`config.mk`:
```
export PLATFORM = sky130hd
export DESIGN_NAME = bennett_clock_gen
export DESIGN_NICKNAME = d
export VERILOG_FILES = /design/src/rtl/bennett_pkg.sv /design/src/rtl/bennett_step_timer.sv /design/src/rtl/bennett_clock_gen.sv
export SDC_FILE = /design/constraint.sdc
export NUM_CORES = 1
export LEC_CHECK = 0
export BUFFER_PORTS_ARGS = -buffer_cell sky130_fd_sc_hd__buf_4
export CAP_MARGIN = 20
export CORE_UTILIZATION = 44
export CTS_CLUSTER_DIAMETER = 30
export DETAILED_ROUTE_END_ITERATION = 12
export PLACE_DENSITY = 0.71
export SYNTH_ARGS = -nofsm -noshare
export SYNTH_HDL_FRONTEND = slang
export SYNTH_SLANG_ARGS = --single-unit
export TNS_END_PERCENT = 50
```
`constraint.sdc`:
```
create_clock -name clk -period 1.85 [get_ports clk]
set_clock_uncertainty 0.2 [all_clocks]
set_input_delay 0.37 -clock clk [delete_from_list [all_inputs] [get_ports clk]]
set_output_delay 0.37 -clock clk [all_outputs]
set_load 0.005 [all_outputs]
```
`src/rtl/bennett_pkg.sv`:
```
// ---------------------------------------------------------------------------
// bennett_pkg
// Shared types and defaults for the Bennett adiabatic phase-clock generator.
//   bennett_state_t    : FSM states IDLE / RISE / HOLD / FALL
//   BENNETT_*_DEF      : default WIDTH / STEP / HOLD parameter values
//   bennett_cnt_bits() : counter width able to hold 0..max_val inclusive
// ---------------------------------------------------------------------------
package bennett_pkg;

  typedef enum logic [1:0] {
    IDLE = 2'd0,
    RISE = 2'd1,
    HOLD = 2'd2,
    FALL = 2'd3
  } bennett_state_t;

  localparam int unsigned BENNETT_WIDTH_DEF = 13;
  localparam int unsigned BENNETT_STEP_DEF  = 1;
  localparam int unsigned BENNETT_HOLD_DEF  = 1;

  // Bits needed to count up to max_val (inclusive); always at least 1.
  function automatic int unsigned bennett_cnt_bits(input int unsigned max_val);
    return (max_val < 1) ? 1 : $clog2(max_val + 1);
  endfunction

endpackage : bennett_pkg

```
`src/rtl/bennett_step_timer.sv`:
```
// ---------------------------------------------------------------------------
// bennett_step_timer
// Phase-edge cadence generator. While i_run is high it emits a one-cycle
// o_tick every STEP clk cycles, measured from the last clear.
//   clk     : system clock, rising edge
//   rst_n   : asynchronous active-low reset
//   i_run   : count enable (high while the phase ladder is moving)
//   i_clear : restart the STEP interval (asserted on every phase edge)
//   o_tick  : combinational one-cycle pulse on the STEP-th cycle
// ---------------------------------------------------------------------------
module bennett_step_timer
  import bennett_pkg::*;
#(
  parameter int unsigned STEP = BENNETT_STEP_DEF
) (
  input  logic clk,
  input  logic rst_n,
  input  logic i_run,
  input  logic i_clear,
  output logic o_tick
);

  localparam int unsigned CW = bennett_cnt_bits(STEP);
  localparam logic [CW-1:0] LAST = CW'(STEP - 1);

  logic [CW-1:0] r_cnt;

  // Tick is taken from the current count so the phase edge lands exactly
  // STEP cycles after the previous one.
  assign o_tick = i_run && (r_cnt == LAST);

  always_ff @(posedge clk or negedge rst_n) begin
    if (!rst_n) begin
      r_cnt <= '0;
    end else if (!i_run || i_clear || o_tick) begin
      r_cnt <= '0;
    end else begin
      r_cnt <= r_cnt + CW'(1);
    end
  end

endmodule : bennett_step_timer

```
`src/rtl/bennett_clock_gen.sv`:
```
// ---------------------------------------------------------------------------
// bennett_clock_gen
// Bennett-style adiabatic phase-clock generator. A thermometer-coded bank of
// WIDTH phase clocks rises LSB->MSB one bit every STEP cycles, holds all-high
// for HOLD cycles, then falls MSB->LSB one bit every STEP cycles.
//
// Parameters:
//   WIDTH : number of phase clocks (>= 1)
//   STEP  : clk cycles between successive phase edges (>= 1)
//   HOLD  : clk cycles spent all-high (>= 1)
// Ports:
//   clk      : system clock, all state on rising edge
//   reset    : asynchronous active-low reset
//   en       : start a new Bennett cycle from IDLE
//   stall    : freeze the hold countdown while in HOLD
//   clkp     : positive phase clocks (thermometer coded)
//   clkn     : negative phase clocks, always ~clkp
//   fclk_pos : high exactly while in HOLD (all clkp bits high)
//   instFlag : one-cycle pulse after each completed Bennett cycle
//   busy     : high in every state except IDLE
// Configuration macro:
//   BENNETT_STALL_EN : when defined, stall freezes the hold countdown;
//                      otherwise stall is ignored and HOLD is fixed length.
// ---------------------------------------------------------------------------
module bennett_clock_gen
  import bennett_pkg::*;
#(
  parameter int unsigned WIDTH = BENNETT_WIDTH_DEF,
  parameter int unsigned STEP  = BENNETT_STEP_DEF,
  parameter int unsigned HOLD  = BENNETT_HOLD_DEF
) (
  input  logic             clk,
  input  logic             reset,
  input  logic             en,
  input  logic             stall,
  output logic [WIDTH-1:0] clkp,
  output logic [WIDTH-1:0] clkn,
  output logic             fclk_pos,
  output logic             instFlag,
  output logic             busy
);

  localparam int unsigned HW = bennett_cnt_bits(HOLD);
  localparam logic [HW-1:0]    HOLD_LOAD = HW'(HOLD);
  localparam logic [WIDTH-1:0] PHASE_LSB = WIDTH'(1);

  // The HOLD parameter shadows the imported enum literal of the same name,
  // so state literals are package-qualified throughout.
  bennett_state_t   r_state, w_state_nxt;
  logic [WIDTH-1:0] r_clkp,  w_clkp_nxt;
  logic [HW-1:0]    r_hold_cnt, w_hold_nxt;
  logic             r_inst,  w_inst_nxt;

  logic w_stall;
  logic w_tick;
  logic w_run;
  logic w_phase_edge;

`ifdef BENNETT_STALL_EN
  assign w_stall = stall;
`else
  logic w_unused_stall;
  assign w_unused_stall = stall;
  assign w_stall        = 1'b0;
`endif

  assign w_run        = (r_state == bennett_pkg::RISE) || (r_state == bennett_pkg::FALL);
  assign w_phase_edge = (w_clkp_nxt != r_clkp);

  bennett_step_timer #(
    .STEP (STEP)
  ) u_step_timer (
    .clk     (clk),
    .rst_n   (reset),
    .i_run   (w_run),
    .i_clear (w_phase_edge),
    .o_tick  (w_tick)
  );

  always_ff @(posedge clk or negedge reset) begin
    if (!reset) begin
      r_state    <= bennett_pkg::IDLE;
      r_clkp     <= '0;
      r_hold_cnt <= '0;
      r_inst     <= 1'b0;
    end else begin
      r_state    <= w_state_nxt;
      r_clkp     <= w_clkp_nxt;
      r_hold_cnt <= w_hold_nxt;
      r_inst     <= w_inst_nxt;
    end
  end

  // Rising shifts a 1 in at the bottom and falling shifts the top bit out,
  // which keeps clkp thermometer coded and changes one bit per edge.
  always_comb begin
    w_state_nxt = r_state;
    w_clkp_nxt  = r_clkp;
    w_hold_nxt  = r_hold_cnt;
    w_inst_nxt  = 1'b0;

    unique case (r_state)
      bennett_pkg::IDLE: begin
        if (en) begin
          w_clkp_nxt = PHASE_LSB;
          // With a single phase the first edge already raises the top bit.
          if (WIDTH == 1) begin
            w_state_nxt = bennett_pkg::HOLD;
            w_hold_nxt  = HOLD_LOAD;
          end else begin
            w_state_nxt = bennett_pkg::RISE;
          end
        end
      end

      bennett_pkg::RISE: begin
        if (w_tick) begin
          w_clkp_nxt = (r_clkp << 1) | PHASE_LSB;
          if (w_clkp_nxt[WIDTH-1]) begin
            w_state_nxt = bennett_pkg::HOLD;
            w_hold_nxt  = HOLD_LOAD;
          end
        end
      end

      bennett_pkg::HOLD: begin
        if (!w_stall) begin
          if (r_hold_cnt <= HW'(1)) begin
            w_clkp_nxt = r_clkp >> 1;
            w_hold_nxt = '0;
            // A single phase falls straight back to IDLE on this edge.
            if (WIDTH == 1) begin
              w_state_nxt = bennett_pkg::IDLE;
              w_inst_nxt  = 1'b1;
            end else begin
              w_state_nxt = bennett_pkg::FALL;
            end
          end else begin
            w_hold_nxt = r_hold_cnt - HW'(1);
          end
        end
      end

      bennett_pkg::FALL: begin
        if (w_tick) begin
          w_clkp_nxt = r_clkp >> 1;
          if (w_clkp_nxt == '0) begin
            w_state_nxt = bennett_pkg::IDLE;
            w_inst_nxt  = 1'b1;
          end
        end
      end

      default: begin
        w_state_nxt = bennett_pkg::IDLE;
        w_clkp_nxt  = '0;
        w_hold_nxt  = '0;
      end
    endcase
  end

  assign clkp     = r_clkp;
  assign clkn     = ~r_clkp;
  assign fclk_pos = (r_state == bennett_pkg::HOLD);
  assign busy     = (r_state != bennett_pkg::IDLE);
  assign instFlag = r_inst;

endmodule : bennett_clock_gen

```
==> impl_metrics.toml, run 1 <==
[logic_synthesis]
distinct_cells_synth = 21
synth.avg_cell_area_sq_um = 8.22
number_of_enable_type_register_cells_in_the_synthesized_netlist = 0
synthDominantAreaCellType = "dfrtp_1"
cell_with_the_most_instances_after_synthesis = "nand2_1"
ys_dominant_reg_cell = "dfrtp_1"
async_flop_share_pct = 100
synth_cells = 123
post_synth_instance_area_sq_um = 1010
synthDominantCellAreaShare_pct = 42.1
synth-seq-area-share_pct = 42.1
ys.warnings.count = 0
ys_ff_latch = 17
ys_top_cells_by_count = "nand2_1, inv_1, o21ai_0, dfrtp_1, a222oi_1"
syn_nets = 132
yosys-top-cells-area = "dfrtp_1, o21ai_0, a222oi_1"

[critical_path]
critPathLaunchType = "flip-flop"
crit_start = "clkp[2]"
worst_ep_required_time_ns = 1.84
regToRegSetupSlack_ns = -0.08
worst-r2r-cell-count = 4
worst_r2r_endpoint = "r_state[1]"
worstSetupEndpointType = "flip-flop"
r2r_startpoint = "clkp[2]"
worstSetupEndpoint = "r_state[1]"
critPathKind = "flip-flop to flip-flop"
crit_fanout = 2
critPathArrivalTime_ns = 1.91

[finish]
finish.instance_area_sq_um = 1470
final_core_utilization_pct = 71.5
synthToLayoutAreaGrowth_pct = 45.8
proportion_of_layout_cells_with_a_drive_suffix_above_1_pct = 35.6
finalNonFillerCells = 201
insertedDiodeCount = 0
layout.nets = 184

[clocking]
ctsLongestPathBuffers = 2
clock_root_buffer_master = "clkbuf_4"
tritoncts.num_buffers = 3
ctsHtreeMaxLevel = 1
clock_pin_slew_reported_for_the_worst_setup_and_hold_paths_after_clock_tree_synthesis_ns = 0.10
clkSinkCount = 17
tritoncts = "yes"
clk_latency_ns = 0.29

[sta]
rsz0062_at_grt = "true"
finalHoldViolCount = 0
final.period_utilization_pct = 104
post-route-min-period_ns = 1.93
setup_viol = 2
final_slew_violations = 0
postLayoutSetupSlackWorst_ns = -0.0758
setup-tns-final_ns = -0.109
max_clock_freq_mhz = 519

[global_routing]
via_count_of_the_first_global_routing_pass = 1060
antenna_violations_before_repair = 0
combined_global_route_utilization_of_all_metal_layers_pct = 26.1
grt_first_pass_wirelength_um = 4850
grt_start_max_net_pins = 18
grt_ovf = 0

[drt]
drc_errors = 0
detail_route.first_pass.iterations = 7
viasPerCell = 5.54
final_antenna_net_count = 0
vias = 1113
wl_per_cell_um = 15.0
dr.first_iter.drc_count = 88
routed_wl_um = 3010

[die]
design.portCount = 33
core_area_sq_um = 2060
std_cell_rows = 16
die-area_sq_um = 2490
chipWidth_um = 49.9
floorplan.initialDensity_pct = 49.0
dieHeight_um = 49.9

[job]
cap_violations = 0

[power]
p_sw_share_pct = 41.6
power_leakage_nw = 0.693
p_clk_share_pct = 13.4
vdd.ir_drop.worst_mv = 0.835
intPower_mw = 0.869
post-layout-total-power_mw = 1.49
pwr-share-comb_pct = 55.3
p_seq_share_pct = 31.3
pwr_density_cell_nw_per_um2 = 1010
power.switching_mw = 0.619

[placement]
place.port_buffers = 31
finalWeightedCongestion = 0.849
place.detailed.instances = 195
post-dp-hpwl_um = 2160
placed_cell_area_sq_um = 1410

[status]
run_status = "finished with violations"
violations = "setup timing"

[min_path]
worst_hold_path_type = "input pin to asynchronous set/reset pin"
==> repair_timing <==
item | 4_1_cts | 5_1_grt
resized for setup | 2 | 6
hold buffers | 1 | 0
endpoints found under the hold margin | 17 | 0
buffers inserted | 0 | 1
setup endpoints to repair | 3 | 16
pin swaps | 2 | 1
==> flip-flops by register name, indices dropped and copies added (netlist names) <==
register            cells
u_step_timer.r_cnt      1
instFlag                1
clkp                   13
r_state                 2
==> kinds of logic after synthesis <==
group / synth area share (%)
adders and majority gates: 6.19
and+or+nand+nor: 13.6
buffers and inverters: 9.65
DFF: 42.1
muxes: 2.10
other: 0.371
AOI/OAI and AO/OA: 26.0
==> how the worst min path moves through the flow <==
stage | from | endpoint | cells past startpoint
after CTS | reset | clkp[7] | 2
after global placement | reset | clkp[8] | 1
after global routing | en | clkp[0] | 3
after detailed placement | reset | clkp[7] | 1
final | reset | clkp[8] | 2
after floorplan | reset | clkp[0] | 0
==> metal layers <==
layer	track usage (%)	wire (um)	up-vias
met1	32.8	1330	529
met2	45.7	1490	44
li1	-	-	534
met3	4.01	144	6
met4	7.62	46	0
met5	0	0	-
==> area by class of cell <==
| cell class | instances | area, sq um |
|---|---|---|
| repair buffers | 53 | 400 |
| fillers | 190 | 588 |
| flip-flops and latches | 17 | 425 |
| well taps | 27 | 33.8 |
| multi-input cells | 80 | 513 |
| inverters | 20 | 75.1 |
| clock buffers | 4 | 26.3 |
==> placed cells by master (no fill, tap or decap), types with 2 or more instances in the layout <==
cell and instances:
buf_4 52, nand2_1 22, o21ai_0 20, inv_1 18, dfrtp_1 17, a222oi_1 9, nor2_1 5, a22oi_1 4
ha_1 3, clkbuf_4 3, a21o_1 2, inv_2 2
==> per-stage QoR <==
| step | hold WS (ns) | worst slack [ns] |
|---|---|---|
| finish | 0.260 | -0.0758 |
| global route | 0.250 | -0.185 |
| CTS | 0.276 | -0.128 |
| detailed placement | 0.0499 | -0.134 |
| global placement | 0.0441 | -0.101 |
| floorplan | -0.126 | -0.0511 |
==> worst max-delay path: stages (launching register included) <==
cell and delay, ns:
dfrtp_1 0.40, nor4_2 0.29, nand4_1 0.17, a222oi_1 0.42
mux2_1 0.36
==> power by group through the flow <==
stage	registers (mW)	clock network, mW	logic (mW)
global placement	0.468	0	0.717
global route	0.470	0.223	0.887
finish	0.466	0.200	0.823
floorplan	0.472	0	0.410
CTS	0.465	0.205	0.761
detailed placement	0.472	0	0.753
(Power assumes the default switching activity.)
==> inputs of run 2 (changes only) <==
--- a/config.mk
+++ b/config.mk
@@ -8,9 +8,11 @@
 export BUFFER_PORTS_ARGS = -buffer_cell sky130_fd_sc_hd__buf_4
 export CAP_MARGIN = 20
 export CORE_UTILIZATION = 44
+export CTS_BUF_LIST = sky130_fd_sc_hd__clkbuf_4 sky130_fd_sc_hd__clkbuf_8 sky130_fd_sc_hd__clkbuf_16
 export CTS_CLUSTER_DIAMETER = 30
 export DETAILED_ROUTE_END_ITERATION = 12
 export PLACE_DENSITY = 0.71
+export SLEW_MARGIN = 20
 export SYNTH_ARGS = -nofsm -noshare
 export SYNTH_HDL_FRONTEND = slang
 export SYNTH_SLANG_ARGS = --single-unit
==> impl_metrics.toml, run 2 (synthesized netlist as in run 1, its figures left out) <==
[finish]
final_common_cell = "buf_4"
proportion_of_layout_cells_with_a_drive_suffix_above_1_pct = 36.2
most-common-layout-cells = "buf_4, nand2_1, o21ai_0, inv_1, dfrtp_1"
insertedDiodeCount = 0
synthToLayoutAreaGrowth_pct = 46.2
layout.nets = 184
largest_reg_flops = 13
final_core_utilization_pct = 71.7

[power]
intPower_mw = 0.884
power.switching_mw = 0.623
post-layout-total-power_mw = 1.51
pwr-share-comb_pct = 54.5
p_seq_share_pct = 31.0
p_clk_share_pct = 14.5
power_leakage_nw = 0.697
p_sw_share_pct = 41.3
vdd.ir_drop.worst_mv = 0.833
pwr_density_cell_nw_per_um2 = 1020

[die]
floorplan.initialDensity_pct = 49.0
dieHeight_um = 49.9
std_cell_rows = 16
design.portCount = 33
chipWidth_um = 49.9
die-area_sq_um = 2490
core_area_sq_um = 2060

[drt]
wl_per_cell_um = 14.8
detail_route.first_pass.iterations = 6
viasPerCell = 5.57
vias = 1120
final_antenna_net_count = 0
dr.first_iter.drc_count = 78
routed_wl_um = 2970
drc_errors = 0

[critical_path]
cpLargestDelayFamily = "simple AND/OR/NAND/NOR gates"
regToRegSetupSlack_ns = -0.08
stage_delay_of_the_slowest_cell_on_the_critical_path_ns = 0.42
r2r_startpoint = "clkp[2]"
critPathArrivalTime_ns = 1.91
crit_chain = "nor4_2 -> nand4_1 -> a222oi_1 -> mux2_1"
worst_r2r_endpoint = "r_state[1]"
critPathKind = "flip-flop to flip-flop"
cp_num_buf_inv = 0
critPathLaunchType = "flip-flop"
worstSetupEndpointType = "flip-flop"
worst_ep_required_time_ns = 1.83
worst-r2r-cell-count = 4
timing.critical_path.slowest_stage_cell = "a222oi_1"
crit_fanout = 2

[status]
run_status = "finished with violations"
violations = "setup timing"

[global_routing]
antenna_violations_before_repair = 0
grt_first_pass_wirelength_um = 4890
via_count_of_the_first_global_routing_pass = 1071
combined_global_route_utilization_of_all_metal_layers_pct = 26.3
grt_ovf = 0
grt_start_max_net_pins = 18

[clocking]
tritoncts.num_buffers = 3
clk_latency_ns = 0.29
clock_root_buffer_master = "clkbuf_4"
clock_pin_slew_reported_for_the_worst_setup_and_hold_paths_after_clock_tree_synthesis_ns = 0.10
ctsLongestPathBuffers = 2
tritoncts = "yes"
ctsHtreeMaxLevel = 1
clkSinkCount = 17

[job]
cap_violations = 0

[sta]
setup-tns-final_ns = -0.115
final.period_utilization_pct = 104
postLayoutSetupSlackWorst_ns = -0.0792
max_clock_freq_mhz = 518
post-route-min-period_ns = 1.93
rsz0062_at_grt = "true"
setup_viol = 2
finalHoldViolCount = 0
final_slew_violations = 0

[placement]
place.port_buffers = 31
finalWeightedCongestion = 0.849
post-dp-hpwl_um = 2160
pre_cts_setup_slack_ns = -0.134

[min_path]
hold_start = "en"
holdPathStages = 3
min_delay_worst_endpoint = "clkp[0]"
worst_hold_path_type = "input pin to flip-flop"
run 2: layout make-up:
type                            count  area [sq um]
Fill cell                         188           584
Multi-Input combinational cell     80           513
Sequential cell                    17           425
Timing Repair Buffer               53           400
Inverter                           20          75.1
Tap cell                           27          33.8
Clock buffer                        4          30.0
run 2: worst register-to-register path: stages (launching register included):
cell	delay [ns]
dfrtp_1	0.40
nor4_2	0.28
nand4_1	0.17
a222oi_1	0.42
mux2_1	0.36
run 2: how the worst max path moves through the flow:
stage                        from          to  cells after the start  slack (ns)
after floorplan           clkp[4]  r_state[1]                      4       -0.05
after global placement    clkp[2]  r_state[1]                      4       -0.10
after detailed placement  clkp[2]  r_state[1]                      4       -0.13
after CTS                 clkp[2]  r_state[1]                      4       -0.13
after global routing      clkp[2]  r_state[1]                      4       -0.18
final                     clkp[2]  r_state[1]                      4       -0.08
run 2: through the flow:
stage               cell area (sq um)  hold slack [ns]  instances
global route                     1480            0.250        201
global placement                 1410           0.0441        195
detailed placement               1410           0.0499        195
floorplan                        1010           -0.126        123
CTS                              1450            0.276        200
finish                           1480            0.251        201
run 2: what timing repair did:
item / 4_1_cts / 5_1_grt
gates resized for setup: 2 / 6
endpoints found under the setup margin: 3 / 16
setup buffers: 0 / 1
pin swaps: 2 / 1
hold endpoints to repair: 17 / 0
hold buffers: 1 / 0
run 2: power groups by stage:
stage	registers (mW)	clock network, mW	logic (mW)
6_report	0.467	0.219	0.821
5_1_grt	0.470	0.238	0.887
4_1_cts	0.465	0.219	0.761
3_5_place_dp	0.472	0	0.753
3_3_place_gp	0.468	0	0.717
2_1_floorplan	0.472	0	0.410
run 2: per-layer routing:
metal / vias to the layer above / track usage [%] / part of all wire (%)
met5: - / 0 / 0
met4: 0 / 7.62 / 2.5
met3: 8 / 4.01 / 7.3
met2: 59 / 46.4 / 49
met1: 524 / 32.8 / 41
li1: 529 / - / -
